### config.mk
export PLATFORM = sky130hd
export DESIGN_NAME = upc_checkout_monitor
export DESIGN_NICKNAME = d
export VERILOG_FILES = /design/src/rtl/upc_pkg.sv /design/src/rtl/key_sync_edge.sv /design/src/rtl/upc_checkout_monitor.sv
export SDC_FILE = /design/constraint.sdc
export NUM_CORES = 1
export LEC_CHECK = 0
export BUFFER_PORTS_ARGS = -buffer_cell sky130_fd_sc_hd__buf_2
export CORE_ASPECT_RATIO = 1.1
export CORE_MARGIN = 2
export CORE_UTILIZATION = 54
export DETAILED_ROUTE_END_ITERATION = 12
export GPL_TIMING_DRIVEN = 0
export HOLD_SLACK_MARGIN = 0.05
export PLACE_DENSITY_LB_ADDON = 0.05
export REMOVE_ABC_BUFFERS = 1
export SLEW_MARGIN = 15
export SYNTH_ARGS = -nofsm -noshare
export SYNTH_HDL_FRONTEND = slang
export SYNTH_SLANG_ARGS = --single-unit
### constraint.sdc
create_clock -name clk -period 2.2 [get_ports clk]
set_input_delay 0.11 -clock clk [delete_from_list [all_inputs] [get_ports clk]]
set_output_delay 0.11 -clock clk [all_outputs]
set_load 0.05 [all_outputs]
### src/rtl/upc_pkg.sv
// Shared types for the UPC checkout monitor.
// Holds the FSM state encoding and the key synchroniser depth.
package upc_pkg;

  typedef enum logic [1:0] {
    IDLE,
    CAPTURE,
    EVAL,
    ALARM
  } chk_state_t;

  localparam int SYNC_STAGES = 2;

endpackage

### src/rtl/key_sync_edge.sv
// Double-flop synchroniser for an active-low key.
// Emits a one-cycle pulse on each press (falling edge).
module key_sync_edge
  import upc_pkg::*;
(
  input  logic clk,
  input  logic reset_n,
  input  logic key_n,
  output logic pulse
);

  logic [SYNC_STAGES-1:0] sync_q, sync_d;
  logic                   prev_q, prev_d;

  always_comb begin
    sync_d = {sync_q[SYNC_STAGES-2:0], key_n};
    prev_d = sync_q[SYNC_STAGES-1];
  end

  always_ff @(posedge clk or negedge reset_n) begin
    if (!reset_n) begin
      sync_q <= '0;
      prev_q <= 1'b0;
    end else begin
      sync_q <= sync_d;
      prev_q <= prev_d;
    end
  end

  assign pulse = prev_q & ~sync_q[SYNC_STAGES-1];

endmodule

### src/rtl/upc_checkout_monitor.sv
// Checkout monitor: samples a scanned UPC, classifies it,
// keeps saturating counts and latches a stolen-item alarm.
module upc_checkout_monitor
  import upc_pkg::*;
#(
  parameter int                     UPC_W      = 3,
  parameter logic [(1<<UPC_W)-1:0] VALID_MASK = '1,
  parameter logic [(1<<UPC_W)-1:0] DISC_MASK  = 'b0000_0110,
  parameter logic [(1<<UPC_W)-1:0] EXP_MASK   = 'b0000_1001,
  parameter int                     CNT_W      = 8
) (
  input  logic             clk,
  input  logic             reset_n,
  input  logic [UPC_W-1:0] upc,
  input  logic             marked,
  input  logic             scan_key_n,
  input  logic             ack_key_n,
  output logic [UPC_W-1:0] last_upc,
  output logic             discounted,
  output logic             invalid,
  output logic             alarm,
  output logic             busy,
  output logic [CNT_W-1:0] item_count,
  output logic [CNT_W-1:0] disc_count
);

  localparam logic [CNT_W-1:0] CNT_MAX = '1;

  logic scan_p, ack_p;

  key_sync_edge u_scan_sync (
    .clk     (clk),
    .reset_n (reset_n),
    .key_n   (scan_key_n),
    .pulse   (scan_p)
  );

  key_sync_edge u_ack_sync (
    .clk     (clk),
    .reset_n (reset_n),
    .key_n   (ack_key_n),
    .pulse   (ack_p)
  );

  chk_state_t       state_q, state_d;
  logic [UPC_W-1:0] upc_s1_q, upc_s1_d;
  logic [UPC_W-1:0] upc_s2_q, upc_s2_d;
  logic             mark_s1_q, mark_s1_d;
  logic             mark_s2_q, mark_s2_d;
  logic [UPC_W-1:0] cap_upc_q, cap_upc_d;
  logic             cap_mark_q, cap_mark_d;
  logic [UPC_W-1:0] last_upc_q, last_upc_d;
  logic             disc_q, disc_d;
  logic             inv_q, inv_d;
  logic             alarm_q, alarm_d;
  logic             busy_q, busy_d;
  logic [CNT_W-1:0] item_q, item_d;
  logic [CNT_W-1:0] dcnt_q, dcnt_d;

  always_comb begin
    state_d    = state_q;
    upc_s1_d   = upc;
    upc_s2_d   = upc_s1_q;
    mark_s1_d  = marked;
    mark_s2_d  = mark_s1_q;
    cap_upc_d  = cap_upc_q;
    cap_mark_d = cap_mark_q;
    last_upc_d = last_upc_q;
    disc_d     = disc_q;
    inv_d      = inv_q;
    alarm_d    = alarm_q;
    item_d     = item_q;
    dcnt_d     = dcnt_q;

    unique case (state_q)
      IDLE: begin
        if (scan_p) state_d = CAPTURE;
      end
      CAPTURE: begin
        cap_upc_d  = upc_s2_q;
        cap_mark_d = mark_s2_q;
        state_d    = EVAL;
      end
      EVAL: begin
        state_d = IDLE;
        if (!VALID_MASK[cap_upc_q]) begin
          inv_d = 1'b1;
        end else begin
          inv_d      = 1'b0;
          last_upc_d = cap_upc_q;
          disc_d     = DISC_MASK[cap_upc_q];
          if (item_q != CNT_MAX) item_d = item_q + 1'b1;
          if (DISC_MASK[cap_upc_q] && dcnt_q != CNT_MAX)
            dcnt_d = dcnt_q + 1'b1;
          // expensive and unmarked: hold until acknowledged
          if (EXP_MASK[cap_upc_q] && !cap_mark_q) begin
            alarm_d = 1'b1;
            state_d = ALARM;
          end
        end
      end
      ALARM: begin
        if (ack_p) begin
          alarm_d = 1'b0;
          state_d = IDLE;
        end
      end
      default: state_d = IDLE;
    endcase

    busy_d = (state_d != IDLE);
  end

  always_ff @(posedge clk or negedge reset_n) begin
    if (!reset_n) begin
      state_q    <= IDLE;
      upc_s1_q   <= '0;
      upc_s2_q   <= '0;
      mark_s1_q  <= 1'b0;
      mark_s2_q  <= 1'b0;
      cap_upc_q  <= '0;
      cap_mark_q <= 1'b0;
      last_upc_q <= '0;
      disc_q     <= 1'b0;
      inv_q      <= 1'b0;
      alarm_q    <= 1'b0;
      busy_q     <= 1'b0;
      item_q     <= '0;
      dcnt_q     <= '0;
    end else begin
      state_q    <= state_d;
      upc_s1_q   <= upc_s1_d;
      upc_s2_q   <= upc_s2_d;
      mark_s1_q  <= mark_s1_d;
      mark_s2_q  <= mark_s2_d;
      cap_upc_q  <= cap_upc_d;
      cap_mark_q <= cap_mark_d;
      last_upc_q <= last_upc_d;
      disc_q     <= disc_d;
      inv_q      <= inv_d;
      alarm_q    <= alarm_d;
      busy_q     <= busy_d;
      item_q     <= item_d;
      dcnt_q     <= dcnt_d;
    end
  end

  assign last_upc   = last_upc_q;
  assign discounted = disc_q;
  assign invalid    = inv_q;
  assign alarm      = alarm_q;
  assign busy       = busy_q;
  assign item_count = item_q;
  assign disc_count = dcnt_q;

endmodule

==> impl_metrics.yaml <==
power:
  power_density_nw_per_um2: 1380
  power_mw: 2.74
  p_leak_nw: 0.939
  vdd_drop_max_v: 0.000976
sta:
  tns_ns: 0
  finalWorstSetupSlack_ns: 0.364
  worstMarginPinSlew_ns: 0.895
  clock_skew_ns: 0.00886
  setup_viol: 0
  max_freq_ghz: 0.545
  finalHoldViolCount: 0
  relSlewSlack_pct: 40.3
  drv_slew: 0
  finalCritPeriodShare_pct: 83.4
  rsz0062_at_grt: "false"
  min_period_ns: 1.84
detailed_routing:
  avgViaCountPerCell: 5.54
  ant_nets: 0
  first_pass_iters: 4
  wl_per_cell_um: 13.5
  num_vias: 1196
  drc: 0
  totalWireLength_um: 2920
  dr.first_iter.drc_count: 56
die:
  start_util_pct: 56.2
  rows: 21
  core_um2: 3050
  die-area_um2: 3640
  die_w_um: 57.7
  fp.dieH_um: 63.1
  io_pins: 31
setup_path:
  arrival_ns: 2.06
  cp-end-kind: "register"
  cp_cell_sequence: "or3b_1, nor4_1, mux2_1"
  critical_path_required_ns: 2.42
  start_kind: "register"
  worst-setup-path-type: "register to register"
  crit_fanout: 9
  cp_slowest_cell: "dfrtp_1"
  cpPeakStageDelay_ns: 0.51
synthesis:
  yosysWarningCount: 0
  async_flop_share_pct: 100
  syn_area_um2: 1710
  yosys-top-cells-area: "dfrtp_1 (61%), mux2_2 (5.9%), nand2_1 (4.6%), mux2_1 (3.3%), nand4_1 (2.2%)"
  synth_cell_type_count: 35
  ys.flop_type: "dfrtp_1"
  avgSynthCellArea_um2: 11.9
  synth_edf_count: 0
  synth-seq-cells: 42
  post-synth-top-area-cell: "dfrtp_1"
  synth_top_area_share_pct: 61.3
  yosysSeqAreaShare_pct: 61.3
  syn_inst: 144
clocking:
  cts_resized: 0
  insertion_delay_ns: 0.34
  cts_inserted_buffers: 5
  clk_path_buf_depth: 2
  path_clk_slew_ns: 0.12
  htree_levels: 2
  root_buffer: "clkbuf_4"
  cts.sinks: 42
  cts_tree: "done"
  cts_setup_buffers: 0
placement:
  pre_cts_slack_ns: 0.404
  gp_congestion: 0.898
  io_buffer_count: 29
  place_hpwl_um: 2000
  postPlaceCellArea_um2: 1870
flow_run:
  cap_violations: 0
finish:
  final_cell_mix: "dfrtp_1 (42), buf_2 (29), nand2_1 (21)"
  design_area_um2: 1980
  antenna_cells: 0
  nets: 192
  drive_gt1_share_pct: 24.7
  area_delta_synth_final_pct: 15.8
  final_util_pct: 65.1
  mostFrequentLayoutCell: "dfrtp_1"
global_route:
  grt.overflow.total: 0
  grt_pass1_vias: 1122
  antenna_found_initial: 0
  grt_pass1_wl_um: 5110
  grt_max_degree: 43
  grt_util_all_layers_pct: 18.4
hold_path:
  hp-class: "register to register"
outcome:
  status: "complete, no violations"
-- kinds of logic (layout without fill, tap and decap cells) --
kind of cell,after synthesis,count (layout),synth area share [%]
simple gates,57,57,17.2
xor+xnor,5,5,2.56
compound gates,16,16,5.62
flops,42,42,61.3
buf+inv,7,45,2.48
mux,14,14,9.20
fa+ha+maj,2,2,1.46
other cells,1,1,0.219
-- routing by layer --
layer / global-route usage [%] / vias to the layer above / routed length, um / part of all wire, %
li1: - / 579 / - / -
met1: 23.1 / 580 / 1250 / 43
met2: 29.8 / 33 / 1490 / 51
met3: 5.75 / 4 / 147 / 5.0
met4: 6.10 / 0 / 33 / 1.1
met5: 0 / - / 0 / 0
-- report_power, final --
group	leakage, nW	total [mW]	switching [mW]	internal (mW)
registers	0.518	1.21	0.232	0.980
clock network	0.0308	0.340	0.225	0.115
logic	0.390	1.19	0.833	0.354
total	0.939	2.74	1.29	1.45
-- metrics by stage --
stage	cells	hold slack, ns
2_1_floorplan	139	-0.186
3_3_place_gp	202	0.218
3_5_place_dp	202	0.219
4_1_cts	216	0.365
5_1_grt	216	0.367
6_report	216	0.364
-- path summary, 6_finish.rpt --
kind | startpoint | endpoint | slack [ns] | cells past startpoint
worst max-delay path | state_q[1] | disc_count[5] | 0.36 | 3
worst min-delay path | upc_s1_q[2] | upc_s2_q[2] | 0.36 | 0
worst max register to register | state_q[1] | disc_count[5] | 0.36 | 3
worst min register to register | upc_s1_q[2] | upc_s2_q[2] | 0.36 | 0
max in group asynchronous | reset_n | disc_count[5] | 1.22 | 2
min in group asynchronous | reset_n | u_scan_sync.sync_q[0] | 0.42 | 2
-- cell usage after synthesis (3+ instances only) --
cell type	number
dfrtp_1	42
nand2_1	21
mux2_2	9
nand3_1	7
nand4_1	6
mux2_1	5
o21ai_0	5
nand2b_1	4
nor3_1	4
a21oi_1	3
nor2_1	3
nor4_1	3
xnor2_1	3
-- sequential cells by signal, summed over array words and instances (netlist names) --
| name | flops |
|---|---|
| mark_s2_q | 1 |
| u_scan_sync.prev_q | 1 |
| u_scan_sync.sync_q | 2 |
| upc_s2_q | 3 |
| cap_upc_q | 3 |
| state_q | 2 |
| busy | 1 |
| upc_s1_q | 3 |
| cap_mark_q | 1 |
| discounted | 1 |
| alarm | 1 |
| last_upc | 3 |
| mark_s1_q | 1 |
| u_ack_sync.prev_q | 1 |
| disc_count | 8 |
| item_count | 8 |
| u_ack_sync.sync_q | 2 |
-- critical path: cells and delay by family (launching register included) --
kind | cells | cell delay (ns)
AND/OR/NAND/NOR | 2 | 0.84
flip-flops | 1 | 0.51
multiplexers | 1 | 0.36
-- area by class of cell --
class / instances / area, um2
fill: 242 / 1060
sequential: 42 / 1050
clock buffer: 5 / 37.5
clock inverter: 2 / 10.0
timing repair buffer: 36 / 215
multi-input combinational: 95 / 621
tap: 34 / 42.5
inverter: 2 / 7.51
-- repair_timing --
action,CTS,global route
setup endpoints to repair,0,0
endpoints found under the hold margin,48,0
hold buffers,7,0
(Power assumes the default switching activity.)
